[src/rtl/toy_pkg.sv]
// ---------------------------------------------------------------------------
// toy_pkg
//   Shared constants for the toy MCU serial blocks: clock/baud defaults, the
//   UART frame width and the receive FSM state encoding.
// ---------------------------------------------------------------------------
package toy_pkg;

  // Board clock and line rate; the receiver's bit period is derived from these.
  localparam int CLK_FREQ_HZ      = 25_000_000;
  localparam int UART_BAUD_RATE   = 9600;
  localparam int DEFAULT_BAUD_DIV = CLK_FREQ_HZ / UART_BAUD_RATE;  // 2604

  localparam int UART_DATA_BITS   = 8;

  // Receive FSM encoding, kept as plain constants for legacy tools.
  localparam logic [2:0] ST_IDLE      = 3'd0;
  localparam logic [2:0] ST_START     = 3'd1;
  localparam logic [2:0] ST_DATA      = 3'd2;
  localparam logic [2:0] ST_STOP      = 3'd3;
  localparam logic [2:0] ST_WAIT_IDLE = 3'd4;

endpackage : toy_pkg

[src/rtl/toy_baud_counter.sv]
// ---------------------------------------------------------------------------
// toy_baud_counter
//   Bit-period counter shared by the UART receiver and transmitter. Counts
//   0..BAUD_DIV-1 while enabled and wraps; i_clr forces it back to 0.
//
// Ports
//   i_clk        in  1  system clock
//   i_rst        in  1  synchronous active-high reset
//   i_clr        in  1  restart the bit period (priority over i_en)
//   i_en         in  1  advance the counter this cycle
//   o_tick_half  out 1  enabled and count == BAUD_DIV/2-1 (mid-bit point)
//   o_tick_full  out 1  enabled and count == BAUD_DIV-1 (end of bit period)
// ---------------------------------------------------------------------------
module toy_baud_counter
  import toy_pkg::*;
#(
  parameter int BAUD_DIV = DEFAULT_BAUD_DIV
) (
  input  logic i_clk,
  input  logic i_rst,
  input  logic i_clr,
  input  logic i_en,
  output logic o_tick_half,
  output logic o_tick_full
);

  localparam int CW = $clog2(BAUD_DIV);
  localparam logic [CW-1:0] HALF_M1 = CW'(BAUD_DIV / 2 - 1);
  localparam logic [CW-1:0] FULL_M1 = CW'(BAUD_DIV - 1);

  logic [CW-1:0] r_count;

  // NOTE: sequential state uses non-blocking assignments so every flop
  // samples pre-edge values, independent of block evaluation order.
  always_ff @(posedge i_clk) begin
    if (i_rst) begin
      r_count <= '0;
    end else if (i_clr) begin
      r_count <= '0;
    end else if (i_en) begin
      if (r_count == FULL_M1) r_count <= '0;
      else                    r_count <= r_count + 1'b1;
    end
  end

  assign o_tick_half = i_en && (r_count == HALF_M1);
  assign o_tick_full = i_en && (r_count == FULL_M1);

endmodule : toy_baud_counter

[src/rtl/toy_uart_rx.sv]
// ---------------------------------------------------------------------------
// toy_uart_rx
//   8N1 UART receiver. Recovers bytes from the asynchronous serial pin and
//   presents them on a valid/ready handshake with framing-error and overrun
//   pulses.
//
// Ports
//   i_clk        in  1  system clock, all logic on posedge
//   i_rst        in  1  synchronous active-high reset
//   i_uart_rx    in  1  serial line, idle high, asynchronous to i_clk
//   o_data       out 8  received byte, stable while o_valid=1
//   o_valid      out 1  byte available, held until accepted
//   i_ready      in  1  consumer takes the byte when o_valid & i_ready
//   o_frame_err  out 1  one-cycle pulse: stop bit sampled low
//   o_overrun    out 1  one-cycle pulse: new byte dropped, old one not taken
// ---------------------------------------------------------------------------
module toy_uart_rx
  import toy_pkg::*;
#(
  parameter int BAUD_DIV = DEFAULT_BAUD_DIV
) (
  input  logic                      i_clk,
  input  logic                      i_rst,
  input  logic                      i_uart_rx,
  output logic [UART_DATA_BITS-1:0] o_data,
  output logic                      o_valid,
  input  logic                      i_ready,
  output logic                      o_frame_err,
  output logic                      o_overrun
);

  localparam int IW = $clog2(UART_DATA_BITS);
  localparam logic [IW-1:0] LAST_BIT = IW'(UART_DATA_BITS - 1);

  logic                      r_rx_meta;
  logic                      r_rx_s;
  logic [2:0]                r_state;
  logic [IW-1:0]             r_bit_idx;
  logic [UART_DATA_BITS-1:0] r_shift;
  logic [UART_DATA_BITS-1:0] r_data;
  logic                      r_valid;
  logic                      r_frame_err;
  logic                      r_overrun;

  logic w_tick_half;
  logic w_tick_full;
  logic w_baud_en;
  logic w_baud_clr;
  logic w_stop_sample;
  logic w_byte_done;
  logic w_frame_bad;

  // Two-flop synchroniser; resets to the idle-high line level so leaving
  // reset never looks like a start bit.
  always_ff @(posedge i_clk) begin
    if (i_rst) begin
      r_rx_meta <= 1'b1;
      r_rx_s    <= 1'b1;
    end else begin
      r_rx_meta <= i_uart_rx;
      r_rx_s    <= r_rx_meta;
    end
  end

  // The counter is held at 0 in IDLE so START measures half a bit from the
  // detected edge, and restarted at mid start bit so every later full tick
  // lands in the middle of a bit.
  assign w_baud_en  = (r_state == ST_START) || (r_state == ST_DATA) ||
                      (r_state == ST_STOP);
  assign w_baud_clr = (r_state == ST_IDLE) ||
                      ((r_state == ST_START) && w_tick_half);

  toy_baud_counter #(
    .BAUD_DIV (BAUD_DIV)
  ) u_baud (
    .i_clk       (i_clk),
    .i_rst       (i_rst),
    .i_clr       (w_baud_clr),
    .i_en        (w_baud_en),
    .o_tick_half (w_tick_half),
    .o_tick_full (w_tick_full)
  );

  assign w_stop_sample = (r_state == ST_STOP) && w_tick_full;
  assign w_byte_done   = w_stop_sample &&  r_rx_s;
  assign w_frame_bad   = w_stop_sample && !r_rx_s;

  always_ff @(posedge i_clk) begin
    if (i_rst) begin
      r_state   <= ST_IDLE;
      r_bit_idx <= '0;
      r_shift   <= '0;
    end else begin
      // NOTE: every case arm is in a clocked block and the default recovers
      // unused encodings, so no state can hang and no latch can form.
      case (r_state)
        ST_IDLE: begin
          if (!r_rx_s) r_state <= ST_START;
        end
        ST_START: begin
          if (w_tick_half) begin
            if (r_rx_s) begin
              r_state <= ST_IDLE;  // line went back high: glitch, not a start
            end else begin
              r_state   <= ST_DATA;
              r_bit_idx <= '0;
            end
          end
        end
        ST_DATA: begin
          if (w_tick_full) begin
            r_shift   <= {r_rx_s, r_shift[UART_DATA_BITS-1:1]};  // LSB first
            r_bit_idx <= r_bit_idx + 1'b1;
            if (r_bit_idx == LAST_BIT) r_state <= ST_STOP;
          end
        end
        ST_STOP: begin
          if (w_tick_full) r_state <= r_rx_s ? ST_IDLE : ST_WAIT_IDLE;
        end
        ST_WAIT_IDLE: begin
          // Hold off through a break until the line is idle again.
          if (r_rx_s) r_state <= ST_IDLE;
        end
        default: r_state <= ST_IDLE;
      endcase
    end
  end

  // Output side: a completed byte loads if the holding register is empty or
  // being emptied this same cycle; otherwise it is dropped and flagged.
  always_ff @(posedge i_clk) begin
    if (i_rst) begin
      r_data      <= '0;
      r_valid     <= 1'b0;
      r_frame_err <= 1'b0;
      r_overrun   <= 1'b0;
    end else begin
      r_frame_err <= w_frame_bad;
      r_overrun   <= 1'b0;
      if (w_byte_done) begin
        if (!r_valid || i_ready) begin
          r_data  <= r_shift;
          r_valid <= 1'b1;
        end else begin
          r_overrun <= 1'b1;
        end
      end else if (r_valid && i_ready) begin
        r_valid <= 1'b0;
      end
    end
  end

  assign o_data      = r_data;
  assign o_valid     = r_valid;
  assign o_frame_err = r_frame_err;
  assign o_overrun   = r_overrun;

endmodule : toy_uart_rx

[config.mk]
export PLATFORM = sky130hd
export DESIGN_NAME = toy_uart_rx
export DESIGN_NICKNAME = d
export VERILOG_FILES = /design/src/rtl/toy_pkg.sv /design/src/rtl/toy_baud_counter.sv /design/src/rtl/toy_uart_rx.sv
export SDC_FILE = /design/constraint.sdc
export NUM_CORES = 1
export LEC_CHECK = 0
export ABC_AREA = 1
export CORE_UTILIZATION = 35
export DETAILED_ROUTE_END_ITERATION = 16
export GPL_ROUTABILITY_DRIVEN = 0
export PLACE_DENSITY_LB_ADDON = 0.15
export SKIP_CTS_REPAIR_TIMING = 1
export SLEW_MARGIN = 20
export SYNTH_ARGS = -nofsm -noshare
export SYNTH_HDL_FRONTEND = slang
export SYNTH_SLANG_ARGS = --single-unit
export TNS_END_PERCENT = 20
[constraint.sdc]
create_clock -name i_clk -period 2.11 [get_ports i_clk]
set_input_delay 0.422 -clock i_clk [delete_from_list [all_inputs] [get_ports i_clk]]
set_output_delay 0.422 -clock i_clk [all_outputs]
set_load 0.03 [all_outputs]
==> implementation parameters <==
Parameter                              Value

Clock network
  Clk buf depth ... 2
  Clock insertion delay at the later pin of the skew report ... roughly 0.29 ns
  Sink count of the clock tree ... 39
  Number of buffers created by CTS ... 5
  CTS tree ... done
  Htree depth ... 2
  Root buf cell ... sky130_fd_sc_hd__clkbuf_8
  Clock slew seen by the registers of the worst setup and hold paths ... roughly 0.070 ns

Setup path
  Crit path cell chain ... clkdlybuf4s50_1
  Worst path depth ... 1
  Startpoint of the worst-slack reg-to-reg timing path ... u_baud.r_count[0]$_SDFFE_PP0N_
  Element type at the critical path end ... output pin
  Worst path bufs/invs ... 1
  Worst path arrival time ... ~1.3 ns
  Worst reg2reg path depth ... 8
  Highest-delay cell along the critical path ... sky130_fd_sc_hd__clkdlybuf4s50_1
  Critical path class ... reg2out
  Register-to-register setup slack ... ~0.47 ns
  Delay-heaviest family, CP ... buffers and inverters
  Delay contributed by the slowest stage of the critical path ... about 0.67 ns
  Setup crit start kind ... register
  Origin of the worst setup path ... o_valid$_SDFFE_PP0P_
  Worst-path maximum fanout ... 2
  Critical R2R Capture ... r_shift[7]$_SDFFE_PP0P_
  Setup crit end ... o_valid
  Worst Path Required ... between 1.5 and 2 ns

Worst hold path
  Class of the most critical hold timing path ... reg2reg

Yosys
  Net count of the mapped netlist ... ~270
  Synthesized instance count ... between 200 and 300
  Share of flip-flops with an asynchronous set or reset after synthesis ... 0%
  Synthesized area per cell ... between 6 and 7 um^2
  Synth warn ... 0
  Unique masters post-synth ... 26
  Cell type with the highest aggregate area in the netlist ... sky130_fd_sc_hd__dfxtp_1
  Prevailing post-synth register cell ... sky130_fd_sc_hd__dfxtp_1
  Sequential cell area fraction in the yosys report ... roughly 43%
  Top cells by area in the synthesized netlist ... sky130_fd_sc_hd__dfxtp_1 (43%), sky130_fd_sc_hd__nand2_1 (13%), sky130_fd_sc_hd__nor2_1 (13%)
  Netlist area before placement ... roughly 0.0018 mm^2
  Share of the synthesized area in the top cell type ... 42.5%
  EDFF count, synth ... 0
  Register bit count reported by yosys ... 39

Power
  Switching part of the total ... between 20 and 25%
  Overall Power ... roughly 1.5 mW
  Power density normalized to cell area ... roughly 690 mW/mm^2
  Psw ... approximately 340 uW
  Largest vdd supply drop ... approximately 0.00033 V
  Leakage power total ... roughly 0.97 nW
  Clock Power Share ... a little over two fifths
  Sequential Power Share ... between 50% and 60%
  Int Pwr ... ~1.2 mW
  Relative contribution of combinational cells to total power ... 6.8%

Die
  Starting density of the core ... 36.2%
  I/O pin count ... 15
  Die W ... around 74 um
  Core box area ... roughly 0.0051 mm^2
  Chip Height ... ~74 um
  Die area ... about 0.0055 mm^2
  Row count ... 26

Flow run
  Number of max-cap violations ... 0

Final layout
  Final design utilization ... a little over two fifths
  Total number of nets in the final design ... 294
  Area occupied by multi-input gates ... about 900 um^2
  Layout overhead on the synthesized area ... 18.5%
  Area taken by flip-flops and latches ... between 700 and 800 um^2
  Commonest cells after routing, fill and taps aside ... sky130_fd_sc_hd__nand2_1 (63), sky130_fd_sc_hd__nor2_1 (62), sky130_fd_sc_hd__dfxtp_1 (39)
  Fraction of layout instances using a drive strength above 1 ... 10.5%
  Filler Cell Count ... 533
  Count of antenna diodes in the layout ... 0
  Most frequent standard cell in the layout excluding fill and tap cells ... sky130_fd_sc_hd__nand2_1

Global route
  Maximum number of pins on one net before global-route repair ... 20
  First-pass GRT wire length ... between 5 and 6 mm
  Global-route congestion overflow total ... 0
  Vias in the first global route ... around 1300
  Initial antenna violation count ... 0
  Global router's overall resource usage ... roughly 14%

Drt
  Via count ... about 1600
  Post-detailed-route via-to-cell ratio ... between 4 and 5
  Total wire length after detailed routing ... 3.52 mm
  Count of routing violations after the opening detailed-route iteration ... 93
  Post-DRT Antenna Nets ... 0
  DRC Markers ... 0
  Average wire per cell in the routed design ... 9.85 um
  Iteration count of the initial detailed-routing pass ... 4

Timing
  Number of hold-slack violations in the final timing report ... 0
  Final slew viol count ... 0
  Slew headroom ... roughly 76%
  Final setup viols ... 0
  Crit share post-route ... around four fifths
  Setup TNS ... 0 ns
  Worst Skew ... about 0.0060 ns
  Worst hold slack after final layout ... 0.416 ns
  Fin crit period ... 1.71 ns
  Max Clock Freq ... ~0.58 GHz
  RSZ-0062 raised after global routing ... false
  Tightest Pin Transition ... approximately 0.36 ns
  Worst path setup slack after routing ... between 0.3 and 0.4 ns

Placed design
  Post-Place Worst Slack ... between 0.4 and 0.5 ns
  PortBufs ... 14
  Detailed Place HPWL ... approximately 2.6 mm

Status
  Status ... finished, final reports clean
[through the flow]
stage / cell area (um^2) / std cells
2_1_floorplan: 1840 / 266
3_3_place_gp: 2060 / 349
3_5_place_dp: 2060 / 349
4_1_cts: 2180 / 357
5_1_grt: 2180 / 357
6_report: 2180 / 357
[power by group through the flow]
stage / clock [mW] / sequential [mW] / combinational (mW)
finish: 0.643 / 0.752 / 0.102
global route: 0.691 / 0.753 / 0.119
CTS: 0.667 / 0.752 / 0.104
detailed placement: 0 / 0.769 / 0.103
global placement: 0 / 0.769 / 0.104
floorplan: 0 / 0.767 / 0.0749
[worst min path at each step]
stage | from | end | slack [ns] | cells after the start
after detailed placement | r_rx_meta$_SDFF_PP1_ | r_rx_s$_SDFF_PP1_ | 0.40 | 1
after CTS | r_rx_meta$_SDFF_PP1_ | r_rx_s$_SDFF_PP1_ | 0.42 | 1
final | r_rx_meta$_SDFF_PP1_ | r_rx_s$_SDFF_PP1_ | 0.42 | 1
after global routing | r_rx_meta$_SDFF_PP1_ | r_rx_s$_SDFF_PP1_ | 0.42 | 1
after global placement | r_rx_meta$_SDFF_PP1_ | r_rx_s$_SDFF_PP1_ | 0.39 | 1
after floorplan | r_rx_meta$_SDFF_PP1_ | r_rx_s$_SDFF_PP1_ | 0.39 | 1
[state kept, by name (all words and copies together) (netlist names)]
| signal | cells |
|---|---|
| r_rx_s | 1 |
| r_state | 3 |
| o_frame_err | 1 |
| o_valid | 1 |
| r_rx_meta | 1 |
| r_shift | 8 |
| r_bit_idx | 3 |
| o_overrun | 1 |
| o_data | 8 |
| u_baud.r_count | 12 |
[routing by layer]
layer / up-vias / global-route usage [%] / wire length (um)
li1: 867 / - / -
met1: 680 / 18.9 / 1810
met2: 24 / 21.0 / 1540
met3: 4 / 4.20 / 119
met4: 0 / 6.29 / 48
met5: - / 0 / 0
[synthesized netlist by cell type, types with 2 or more instances]
master	number
sky130_fd_sc_hd__o21ai_2	2
sky130_fd_sc_hd__nand2_1	63
sky130_fd_sc_hd__nand3_1	9
sky130_fd_sc_hd__nor2_1	62
sky130_fd_sc_hd__nor2_2	4
sky130_fd_sc_hd__o21ai_0	13
sky130_fd_sc_hd__nand2_2	3
sky130_fd_sc_hd__xor2_1	6
sky130_fd_sc_hd__dfxtp_1	39
sky130_fd_sc_hd__ha_1	4
sky130_fd_sc_hd__a21oi_1	8
sky130_fd_sc_hd__nand4_1	5
sky130_fd_sc_hd__inv_1	27
sky130_fd_sc_hd__or2_2	2
sky130_fd_sc_hd__nor3_1	3
sky130_fd_sc_hd__inv_2	6
[cells by family (layout without fill, tap and decap cells)]
logic type | count (synthesis) | after routing | share of synthesized area [%]
xor gates and xnor gates | 6 | 6 | 2.86
adders and majority gates | 4 | 4 | 2.72
buffers and inverters | 38 | 59 | 8.45
DFF | 39 | 39 | 42.5
and+or+nand+nor | 155 | 155 | 36.4
AOI/OAI and AO/OA | 24 | 24 | 7.08
[area by class of cell]
cell class | count | area share (%)
multi-input combinational | 189 | 41.4
sequential | 39 | 35.9
timing repair buffer | 17 | 7.47
inverter | 34 | 5.86
tap | 70 | 4.02
clock buffer | 6 | 3.79
clock inverter | 2 | 1.61
[worst reg2reg max path, cell delays in order (launching register included)]
cell	delay, ns
sky130_fd_sc_hd__dfxtp_1	0.38
sky130_fd_sc_hd__ha_1	0.25
sky130_fd_sc_hd__nand2_1	0.07
sky130_fd_sc_hd__nor2_1	0.17
sky130_fd_sc_hd__nand3_4	0.14
sky130_fd_sc_hd__nor2_2	0.19
sky130_fd_sc_hd__buf_4	0.19
sky130_fd_sc_hd__o21ai_0	0.07
sky130_fd_sc_hd__a21oi_1	0.11
Note: power is estimated with default switching activity, not from simulation.
